<file path="src/rtl/beacon_pkg.sv">
// Shared types and width helpers for the multi-lag beacon correlator.
package beacon_pkg;

  typedef enum logic {IDLE, SCAN} scan_state_e;

  // Smallest r with 2**r >= v; 0 for v <= 1.
  function automatic int unsigned clog2(input int unsigned v);
    int unsigned r;
    r = 0;
    for (int unsigned b = 0; b < 32; b++) begin
      if ((64'd1 << b) < 64'(v)) r = b + 1;
    end
    return r;
  endfunction

  function automatic int unsigned acc_w(input int unsigned code_len);
    return clog2(code_len + 1);
  endfunction

  function automatic int unsigned lag_w(input int unsigned lags);
    return (clog2(lags) < 1) ? 1 : clog2(lags);
  endfunction

endpackage

</file>
<file path="src/rtl/lag_peak_scan.sv">
// Serial peak search over the per-lag window counts, plus the lock counter.
module lag_peak_scan
  import beacon_pkg::*;
#(
  parameter int unsigned LAGS     = 4,
  parameter int unsigned ACC_W    = 9,
  parameter int unsigned LAG_W    = 2,
  parameter int unsigned LOCK_CNT = 3
) (
  input  logic                  clk,
  input  logic                  rst_n,
  input  logic                  i_start,
  input  logic                  i_abort,
  input  logic [LAGS*ACC_W-1:0] i_value,
  input  logic [ACC_W-1:0]      i_threshold,
  output logic [LAG_W-1:0]      o_peak_lag,
  output logic [ACC_W-1:0]      o_peak_value,
  output logic                  o_peak_valid,
  output logic                  o_locked
);
  localparam int unsigned CNT_W = clog2(LOCK_CNT + 1);

  scan_state_e      r_state, w_state_nxt;
  logic [LAG_W-1:0] r_idx, r_best_idx, r_peak_lag, w_best_idx_nxt;
  logic [ACC_W-1:0] r_best, r_peak_value, w_cur, w_best_nxt;
  logic [CNT_W-1:0] r_cnt, w_cnt_nxt;
  logic             r_peak_valid, w_last, w_finish, w_hit;

  always_ff @(posedge clk or negedge rst_n) begin
    if (!rst_n) r_state <= IDLE;
    else        r_state <= w_state_nxt;
  end

  always_comb begin
    w_cur = '0;
    for (int unsigned k = 0; k < LAGS; k++) begin
      if (r_idx == LAG_W'(k)) w_cur = i_value[k*ACC_W +: ACC_W];
    end
    // Strict compare keeps the lowest index on ties.
    w_best_nxt     = (w_cur > r_best) ? w_cur : r_best;
    w_best_idx_nxt = (w_cur > r_best) ? r_idx : r_best_idx;
    w_last         = (r_idx == LAG_W'(LAGS - 1));

    w_state_nxt = r_state;
    w_finish    = 1'b0;
    case (r_state)
      IDLE: if (i_start) w_state_nxt = SCAN;
      SCAN: if (w_last) begin
        w_state_nxt = IDLE;
        w_finish    = 1'b1;
      end
      default: w_state_nxt = IDLE;
    endcase
    if (i_abort) begin
      w_state_nxt = IDLE;
      w_finish    = 1'b0;
    end

    w_hit = (w_best_nxt >= i_threshold);
    if (!w_hit)                             w_cnt_nxt = '0;
    else if (w_best_idx_nxt != r_peak_lag)  w_cnt_nxt = CNT_W'(1);
    else if (r_cnt == CNT_W'(LOCK_CNT))     w_cnt_nxt = r_cnt;
    else                                    w_cnt_nxt = r_cnt + CNT_W'(1);
  end

  always_ff @(posedge clk or negedge rst_n) begin
    if (!rst_n) begin
      r_idx        <= '0;
      r_best       <= '0;
      r_best_idx   <= '0;
      r_peak_lag   <= '0;
      r_peak_value <= '0;
      r_peak_valid <= 1'b0;
      r_cnt        <= '0;
    end else begin
      r_peak_valid <= w_finish;
      if (r_state == IDLE) begin
        r_idx      <= '0;
        r_best     <= '0;
        r_best_idx <= '0;
      end else begin
        r_idx      <= r_idx + LAG_W'(1);
        r_best     <= w_best_nxt;
        r_best_idx <= w_best_idx_nxt;
      end
      if (w_finish) begin
        r_peak_lag   <= w_best_idx_nxt;
        r_peak_value <= w_best_nxt;
        r_cnt        <= w_cnt_nxt;
      end
    end
  end

  assign o_peak_lag   = r_peak_lag;
  assign o_peak_value = r_peak_value;
  assign o_peak_valid = r_peak_valid;
  assign o_locked     = (r_cnt == CNT_W'(LOCK_CNT));

endmodule

</file>
<file path="src/rtl/beacon_lag_correlator.sv">
// Multi-lag 1-bit correlator: per-lag agreement counts over one code period,
// followed by a peak scan and lock detection.
module beacon_lag_correlator
  import beacon_pkg::*;
#(
  parameter int unsigned LAGS     = 4,
  parameter int unsigned CODE_LEN = 256,
  parameter int unsigned LOCK_CNT = 3,
  localparam int unsigned PH_W  = clog2(CODE_LEN),
  localparam int unsigned ACC_W = acc_w(CODE_LEN),
  localparam int unsigned LAG_W = lag_w(LAGS)
) (
  input  logic                  clk,
  input  logic                  rst_n,
  input  logic                  sig,
  input  logic                  code,
  input  logic [PH_W-1:0]       shift,
  input  logic                  shift_load,
  input  logic [ACC_W-1:0]      threshold,
  output logic [LAGS*ACC_W-1:0] value,
  output logic                  value_valid,
  output logic [LAG_W-1:0]      peak_lag,
  output logic [ACC_W-1:0]      peak_value,
  output logic                  peak_valid,
  output logic                  locked
);
  logic                  r_sig_q;
  logic [LAGS-1:0]       r_cd;
  logic [PH_W-1:0]       r_ph;
  logic [ACC_W-1:0]      r_acc [LAGS];
  logic [LAGS*ACC_W-1:0] r_value;
  logic                  r_value_valid;
  logic [LAGS-1:0]       w_agree;
  logic                  w_dump;
  logic                  w_start;

  // r_cd[0] doubles as the registered code bit.
  always_ff @(posedge clk or negedge rst_n) begin
    if (!rst_n) begin
      r_sig_q <= 1'b0;
      r_cd    <= '0;
    end else begin
      r_sig_q <= sig;
      r_cd    <= {r_cd[LAGS-2:0], code};
    end
  end

  assign w_agree = {LAGS{r_sig_q}} ~^ r_cd;
  assign w_dump  = (r_ph == PH_W'(CODE_LEN - 1));
  assign w_start = w_dump && !shift_load;

  always_ff @(posedge clk or negedge rst_n) begin
    if (!rst_n) begin
      r_ph          <= '0;
      r_value       <= '0;
      r_value_valid <= 1'b0;
      for (int unsigned k = 0; k < LAGS; k++) r_acc[k] <= '0;
    end else begin
      r_value_valid <= 1'b0;
      if (shift_load) begin
        r_ph <= shift;
        for (int unsigned k = 0; k < LAGS; k++) r_acc[k] <= '0;
      end else if (w_dump) begin
        r_ph          <= '0;
        r_value_valid <= 1'b1;
        for (int unsigned k = 0; k < LAGS; k++) begin
          r_value[k*ACC_W +: ACC_W] <= r_acc[k] + ACC_W'(w_agree[k]);
          r_acc[k]                  <= '0;
        end
      end else begin
        r_ph <= r_ph + PH_W'(1);
        for (int unsigned k = 0; k < LAGS; k++) r_acc[k] <= r_acc[k] + ACC_W'(w_agree[k]);
      end
    end
  end

  lag_peak_scan #(
    .LAGS     (LAGS),
    .ACC_W    (ACC_W),
    .LAG_W    (LAG_W),
    .LOCK_CNT (LOCK_CNT)
  ) u_scan (
    .clk          (clk),
    .rst_n        (rst_n),
    .i_start      (w_start),
    .i_abort      (shift_load),
    .i_value      (r_value),
    .i_threshold  (threshold),
    .o_peak_lag   (peak_lag),
    .o_peak_value (peak_value),
    .o_peak_valid (peak_valid),
    .o_locked     (locked)
  );

  assign value       = r_value;
  assign value_valid = r_value_valid;

endmodule
</file>
<file path="config.mk">
export PLATFORM = sky130hd
export DESIGN_NAME = beacon_lag_correlator
export DESIGN_NICKNAME = d
export VERILOG_FILES = /design/src/rtl/beacon_pkg.sv /design/src/rtl/lag_peak_scan.sv /design/src/rtl/beacon_lag_correlator.sv
export SDC_FILE = /design/constraint.sdc
export NUM_CORES = 1
export LEC_CHECK = 0
export BUFFER_PORTS_ARGS = -buffer_cell sky130_fd_sc_hd__buf_2
export CAP_MARGIN = 20
export CORE_MARGIN = 4
export CORE_UTILIZATION = 52
export DETAILED_ROUTE_END_ITERATION = 16
export PLACE_DENSITY = 0.79
export REMOVE_ABC_BUFFERS = 1
export SLEW_MARGIN = 15
export SYNTH_ARGS = -nofsm -noshare
export SYNTH_HDL_FRONTEND = slang
export SYNTH_HIERARCHICAL = 1
export SYNTH_SLANG_ARGS = --single-unit
</file>
<file path="constraint.sdc">
create_clock -name clk -period 4.25 [get_ports clk]
set_input_delay 0.2125 -clock clk [delete_from_list [all_inputs] [get_ports clk]]
set_output_delay 0.2125 -clock clk [all_outputs]
set_load 0.02 [all_outputs]
</file>
-- Word level (Yosys, flattened, before mapping)
Index checks and enable logic that the tools add are counted.
- register bits after elaboration: 114
- input port bits: 22
- output and inout bits: 50
- word-level logic and storage cells: 66
- $add $sub $neg: 7
- order comparisons: 2
- equal/unequal tests: 7
- muxes and demuxes: 25
- bitwise gates (word level): 3
- reduce and logical (&&, ||, !) cells: 5
- operator list (operator ; number):
    $mux 36 ; 2
    $mux 9 ; 6
    $add 9x1->9 ; 4
    $mux 8 ; 2
    $mux 2 ; 6
    $ge 9x9->1 ; 1
    $gt 9x9->1 ; 1
    $add 8x1->8 const B ; 1
    $eq 8x8->1 const B ; 1
    $mux 1 ; 8
    $eq 2x2->1 const B ; 3
    $add 2x1->2 const B ; 2
    $reduce_and 2->1 ; 2
    $xnor 4x4->4 ; 1
    $ne 3x3->1 const B ; 1
    $eq 2x1->1 const B ; 1
    $logic_not 2->1 ; 1
    $ne 2x2->1 ; 1
    $not 1->1 ; 2
    $pmux 1 s2 ; 1
    $logic_and 1x1->1 ; 1
    $logic_not 1->1 ; 1

-- Logic depth before layout (Yosys ltp)
- word-level depth: 10
- gate-level depth with buffers: 25
- depth with buffers taken out: 24

-- Hierarchy
The synthesis kept the hierarchy.
- by module, submodules not included (module ; times used ; cells an instance ; area an instance (µm²) ; sequential area each (µm²)):
    beacon_lag_correlator ; 1 ; 330 ; 3727.3 ; 2152.1
    lag_peak_scan ; 1 ; 227 ; 1963.1 ; 700.7

-- Worst setup path before layout
No wires, ideal clock.
- path kind: reg-to-reg
- from: reg u_scan.r_idx[0]
- to: reg u_scan.r_cnt[1]
- library setup time: 0.124 ns
- data arrival time: 4.141 ns
- required time: 4.126 ns
- path slack: -0.015 ns
- cell stages (with the launch flop): 25
- cells stage by stage: dfrtp_1 inv_1 ha_1 clkbuf_1 buf_1 nor2_1 a21oi_1 o21ai_0 ha_1 nand4_1 nor3_2 a211oi_2 a21oi_2 buf_6 nor2_1 a21o_2 ha_1 nand2b_1 a21o_1 a21o_1 a21oi_1 o21ai_0 a21oi_1 nor4_1 a211o_1
- longest elaborated chain between the ends: 10
- elaborated cells on any way between the ends: 20
- RTL lines (element ; line ; source):
    start: declaration ; lag_peak_scan.sv:24 ; logic [LAG_W-1:0] r_idx, r_best_idx, r_peak_lag, w_best_idx_nxt;
    start signal: assignment ; lag_peak_scan.sv:82 ; r_idx <= r_idx + LAG_W'(1);
    $logic_not 2->1 ; lag_peak_scan.sv:37 ; if (r_idx == LAG_W'(k)) w_cur = i_value[k*ACC_W +: ACC_W];
    $mux 9 (4 in a row) ; lag_peak_scan.sv:37 ;
    $gt 9x9->1 ; lag_peak_scan.sv:40, lag_peak_scan.sv:41 ;
    $mux 9 or $mux 2 (tied branches) ; lag_peak_scan.sv:40, lag_peak_scan.sv:41 ;
    $ge 9x9->1 or $ne 2x2->1 (tied branches) ; lag_peak_scan.sv:59, lag_peak_scan.sv:61 ;
    $ne 3x3->1 (no source line) or $mux 2 (tied branches) ; -- ;
    $reduce_and 2->1 (no source line) or $mux 2 (tied branches) ; -- ;
    end signal: assignment ; lag_peak_scan.sv:89 ; r_cnt <= w_cnt_nxt;
    end: declaration ; lag_peak_scan.sv:26 ; logic [CNT_W-1:0] r_cnt, w_cnt_nxt;
Parallel ways exist; a longest one is shown, timed or not.
A chain may end at the register's enable or synchronous reset.

-- Final worst setup path
- from: reg u_scan.r_idx[0]
- to: reg u_scan.r_cnt[1]
- longest elaborated chain between the ends: 10
- elaborated cells on any way between the ends: 20
- RTL lines (element ; line ; source):
    $logic_not 2->1 ; lag_peak_scan.sv:37 ;
    $mux 9 (3 in a row) ; lag_peak_scan.sv:37 ;
    $mux 9 (*) ; lag_peak_scan.sv:37 ;
    $gt 9x9->1 ; lag_peak_scan.sv:40 ; w_best_nxt = (w_cur > r_best) ? w_cur : r_best;
    $mux 9 (*) ; lag_peak_scan.sv:40 ;
    net u_scan.w_best_nxt[7] ; lag_peak_scan.sv:25 ; logic [ACC_W-1:0] r_best, r_peak_value, w_cur, w_best_nxt;
    $ge 9x9->1 (*) ; lag_peak_scan.sv:59 ; w_hit = (w_best_nxt >= i_threshold);
    $ne 3x3->1 (no source line) ; -- ;
    $reduce_and 2->1 (no source line) ; -- ;
Mark *: on every way through the listed nets, which the timed path passes. The rest lies on a longest branch.

==> reports/results.tsv <==
stage	metric	value	unit
grt	number of antenna violations at the first check in global routing	0	
place	placement-stage worst setup slack	-0.2805	ns
floorplan	count of pins on the block boundary	72	
hold_path	path category of the worst min-delay check	input port to flip-flop	
critical_path	arrival time reported for the critical path endpoint	4.70	ns
pwr	Sw Share	24.23	%
pwr	fraction of power consumed by combinational cells	11.6	%
timing	normalized max-slew margin	35.45	%
synthesis	commonest register cell after synthesis	sky130_fd_sc_hd__dfrtp_1	
synthesis	Warnings, synthesis	6	
grt	number of global-route vias before repair	4785	
pwr	fraction of power consumed by sequential logic	39.4	%
pwr	Leakage Power	3.589	nW
drt	routed wire length per instance	18.22	µm
floorplan	total core area	10510	µm²
synthesis	Post-Synthesis Mean Instance Area	10.22	µm²
critical_path	capture instance of the worst register-to-register path	u_scan/r_cnt[1]$_DFFE_PN0P_	
critical_path	data required time of the critical path	4.66	ns
cts	H-tree levels	4	
layout	final net count	740	
cts	TritonCTS clock tree	done	
place	Port Buf Inserts	71	
critical_path	slowest cell on the critical path	sky130_fd_sc_hd__dfrtp_1	
timing	min setup slack post-route	-0.03370	ns
cts	clk sinks	114	
timing	number of failing setup endpoints in the final timing report	1	
layout	Final Instance Count excl. Fillers	832	
hold_path	beginning of the worst hold path	shift[5]	
layout	Final Util	70.98	%
cts	Root Driver	sky130_fd_sc_hd__clkbuf_8	
pwr	internal power contribution	2.249	mW
critical_path	ordered cell list for the critical path	buf_6 -> ha_4 -> clkbuf_16 -> a22oi_2 -> nor2_1 -> a21oi_1 -> o21ai_1 -> ha_1 -> nand4_1 -> nor3_2 -> a211oi_2 -> a21oi_4 -> buf_12 -> buf_6 -> mux2i_1 -> inv_1 -> ha_1 -> a211oi_2 -> o21ai_1 -> a21oi_2 -> nor4_2 -> a211o_1	
critical_path	Worst setup EP type	flip-flop	
timing	Fmax achieved	0.2334	GHz
place	standard cell area after detailed placement	6331	µm²
pwr	worst ir drop on vdd	302.6	µV
place	HPWL reported at the end of detailed placement	9.520	mm
grt	wire length of the first global-routing pass	23.63	mm
outcome	failing checks	setup timing	
critical_path	R2R setup slack	-0.03	ns
synthesis	post-synthesis instance area	5690	µm²
layout	proportion of layout cells with a drive suffix above 1	31.18	%
synthesis	proportion of register bits with asynchronous set or reset after synthesis	100.0	%
synthesis	number of enable-type register cells in the synthesized netlist	0	
floorplan	total number of placement rows	37	
floorplan	horizontal die dimension	112.6	µm
drt	Vias per Instance	5.809	
place	routability cong.	0.8973	
grt	All-Layer GR Usage	23.51	%
drt	number of remaining DRC errors	0	
critical_path	kind of start point of the critical path	flip-flop	
outcome	outcome	finished with violations	
critical_path	critical path's largest stage delay	0.40	ns
timing	Worst-Margin Slew	0.9556	ns
layout	post-synthesis to final-layout area growth	31.09	%
synthesis	cell types with the largest area share after synthesis	sky130_fd_sc_hd__dfrtp_1 (50%), sky130_fd_sc_hd__ha_1 (7.7%), sky130_fd_sc_hd__a21oi_1 (5.9%), sky130_fd_sc_hd__o21ai_0 (3.5%), sky130_fd_sc_hd__nand2_1 (3.1%)	
timing	Final Hold Fails	0	
floorplan	full die area	12680	µm²
synthesis	count of mapped cells out of synthesis	557	
floorplan	die outline height	112.6	µm
critical_path	buffers plus inverters on the worst setup path	5	
timing	final setup skew	0.007747	ns
cts	Clock Path Buffers	2	
synthesis	part of the Yosys area used for sequential elements	50.13	%
drt	number of search-and-repair iterations in the first detailed-routing pass	6	
synthesis	portion of synthesized cell area occupied by the leading cell type	50.13	%
pwr	clock share of power	49.0	%
floorplan	starting density of the core	54.15	%
layout	antenna diode count	0	
drt	antenna-violating nets left	0	
critical_path	crit-path max FO	6	
drt	drt first-iter violations	387	
cts	number of buffers created by CTS	17	
timing	final clock period utilization by the worst path	100.8	%
critical_path	Crit Reg-Reg Startpoint	u_scan/r_idx[0]$_DFF_PN0_	
synthesis	post-synthesis register bit count	114	
cts	CTS clock-pin slew for the worst setup and hold paths	0.06	ns
grt	global-route congestion overflow total	0	
cts	insertion delay of the later-clocked pin in the worst-skew pair	0.53	ns
hold_path	Endpoint, Worst Hold	r_ph[5]$_DFF_PN0_	
drt	Routed WL	15.16	mm
timing	final number of max-transition violations	0	
pwr	power dissipated by switching net loads	0.7192	mW
timing	RSZ-0062 raised after global routing	yes	
place	cell count after placement	769	
run	count of maximum capacitance violations	0	
critical_path	depth of the most critical reg-to-reg path	22	
critical_path	kind of cell adding the most delay to the critical path	compound AO/OA/AOI/OAI gates	
timing	Min Clock Period, post-route	4.284	ns
hold_path	hold depth	3	
grt	maximum number of pins on one net before global-route repair	78	
drt	routed via count	4833	
synthesis	number of unique standard cell types used by synthesis	55	
synthesis	library cell occupying the most area in the post-synthesis netlist	sky130_fd_sc_hd__dfrtp_1	
pwr	Power Dens Cells	397.9	nW/µm²
layout	Filler cells	727	
timing	setup TNS	-0.03370	ns
critical_path	category of the most critical setup path	flip-flop to flip-flop	
layout	final instance area	7460	µm²
==> final cells by class <==
| class | instances | area (µm²) | area share, % |
|---|---|---|---|
| timing repair buffer | 132 | 914.6 | 12.26 |
| inverter | 28 | 105.1 | 1.409 |
| multi-input combinational | 390 | 2819 | 37.79 |
| sequential | 114 | 2853 | 38.24 |
| clock buffer | 20 | 435.4 | 5.837 |
| tap | 136 | 170.2 | 2.281 |
| clock inverter | 12 | 162.7 | 2.180 |
==> per-stage QoR <==
| stage | hold slack, ns | total power [mW] |
|---|---|---|
| 2_1_floorplan | -0.08309 | 1.331 |
| 3_3_place_gp | 0.3207 | 1.440 |
| 3_5_place_dp | 0.3222 | 1.453 |
| 4_1_cts | 0.003204 | 2.928 |
| 5_1_grt | 0.02735 | 3.076 |
| 6_report | 0.03389 | 2.968 |
==> worst reg2reg max path, delay by kind of cell (launching register included) <==
family	cells	cell delay, ns
compound gates	9	1.55
mux	1	0.33
flops	1	0.40
fa+ha+maj	3	0.71
simple gates	4	0.47
buf+inv	5	0.68
==> layer usage <==
metal	vias up	GRT usage [%]	wire (µm)
li1	2229	-	-
met1	2376	29.15	6159
met2	195	37.80	7561
met3	33	8.086	1086
met4	0	9.375	352
met5	-	0	0
==> layout by cell type, fill, tap and decap left out, drive strengths merged, types with 2 or more instances in the layout <==
master / n
xor2: 10
a22oi: 7
nand4: 6
or4b: 2
nand3: 19
clkbuf: 21
a21o: 4
nor2: 30
inv: 28
nand2: 47
ha: 35
clkinv: 7
nand2b: 3
and2: 11
o31ai: 2
mux2: 10
a211oi: 4
nor4: 2
a31oi: 16
o21ai: 41
dlygate4sd3: 10
or4: 4
nor2b: 12
dfrtp: 114
a21oi: 76
buf: 121
or3: 12
bufinv: 4
nand3b: 2
mux2i: 10
xnor2: 11
==> sequential cells by signal (all words and copies together), names as in the netlist <==
register	count
r_acc	36
r_cd	4
r_ph	8
r_sig_q	1
u_scan/o_peak_lag	2
u_scan/o_peak_valid	1
u_scan/o_peak_value	9
u_scan/r_best	9
u_scan/r_best_idx	2
u_scan/r_cnt	2
u_scan/r_idx	2
u_scan/r_state	1
value	36
value_valid	1
==> worst max-delay path by stage <==
stage                                         start                           to  slack (ns)  cells past startpoint
after floorplan           u_scan/r_idx[1]$_DFF_PN0_  u_scan/r_cnt[1]$_DFFE_PN0P_       -0.22                     23
after global placement    u_scan/r_idx[0]$_DFF_PN0_  u_scan/r_cnt[1]$_DFFE_PN0P_       -0.08                     24
after detailed placement  u_scan/r_idx[0]$_DFF_PN0_  u_scan/r_cnt[1]$_DFFE_PN0P_       -0.28                     24
after CTS                 u_scan/r_idx[1]$_DFF_PN0_  u_scan/r_cnt[1]$_DFFE_PN0P_       0.009                     24
after global routing      u_scan/r_idx[0]$_DFF_PN0_  u_scan/r_cnt[1]$_DFFE_PN0P_       -0.25                     22
final                     u_scan/r_idx[0]$_DFF_PN0_  u_scan/r_cnt[1]$_DFFE_PN0P_       -0.03                     22
==> cell families after synthesis <==
kind of cell	Yosys count	synth area share (%)
AOI/OAI and AO/OA	158	16.29
xor gates and xnor gates	21	3.364
adders and majority gates	35	7.696
buffers and inverters	53	4.485
DFF	114	50.13
muxes	20	3.958
and+or+nand+nor	156	14.07
==> power groups by stage <==
stage	Sequential (mW)	Combinational (mW)	Clock, mW
final	1.17	0.345	1.45
after global routing	1.17	0.375	1.53
after CTS	1.17	0.293	1.47
after detailed placement	1.18	0.268	0
after global placement	1.18	0.258	0
after floorplan	1.19	0.136	0
==> timing repair <==
| item | in CTS | in global routing |
|---|---|---|
| hold buffers | 10 | 0 |
| hold endpoints to repair | 85 | 0 |
| pin swaps | 12 | 24 |
| gates resized for setup | 21 | 34 |
| setup buffers | 13 | 9 |
| endpoints found under the setup margin | 2 | 2 |
| gates cloned | 0 | 1 |
==> cells in the mapped netlist (all sizes together), types with 11 or more instances <==
library cell  count
a31oi            16
buf              16
ha               35
nor2b            12
or3              12
dfrtp           114
xnor2            11
and2             11
nand2            47
inv              28
a21oi            76
o21ai            41
nand3            19
nor2             30
(Power assumes the default switching activity.)
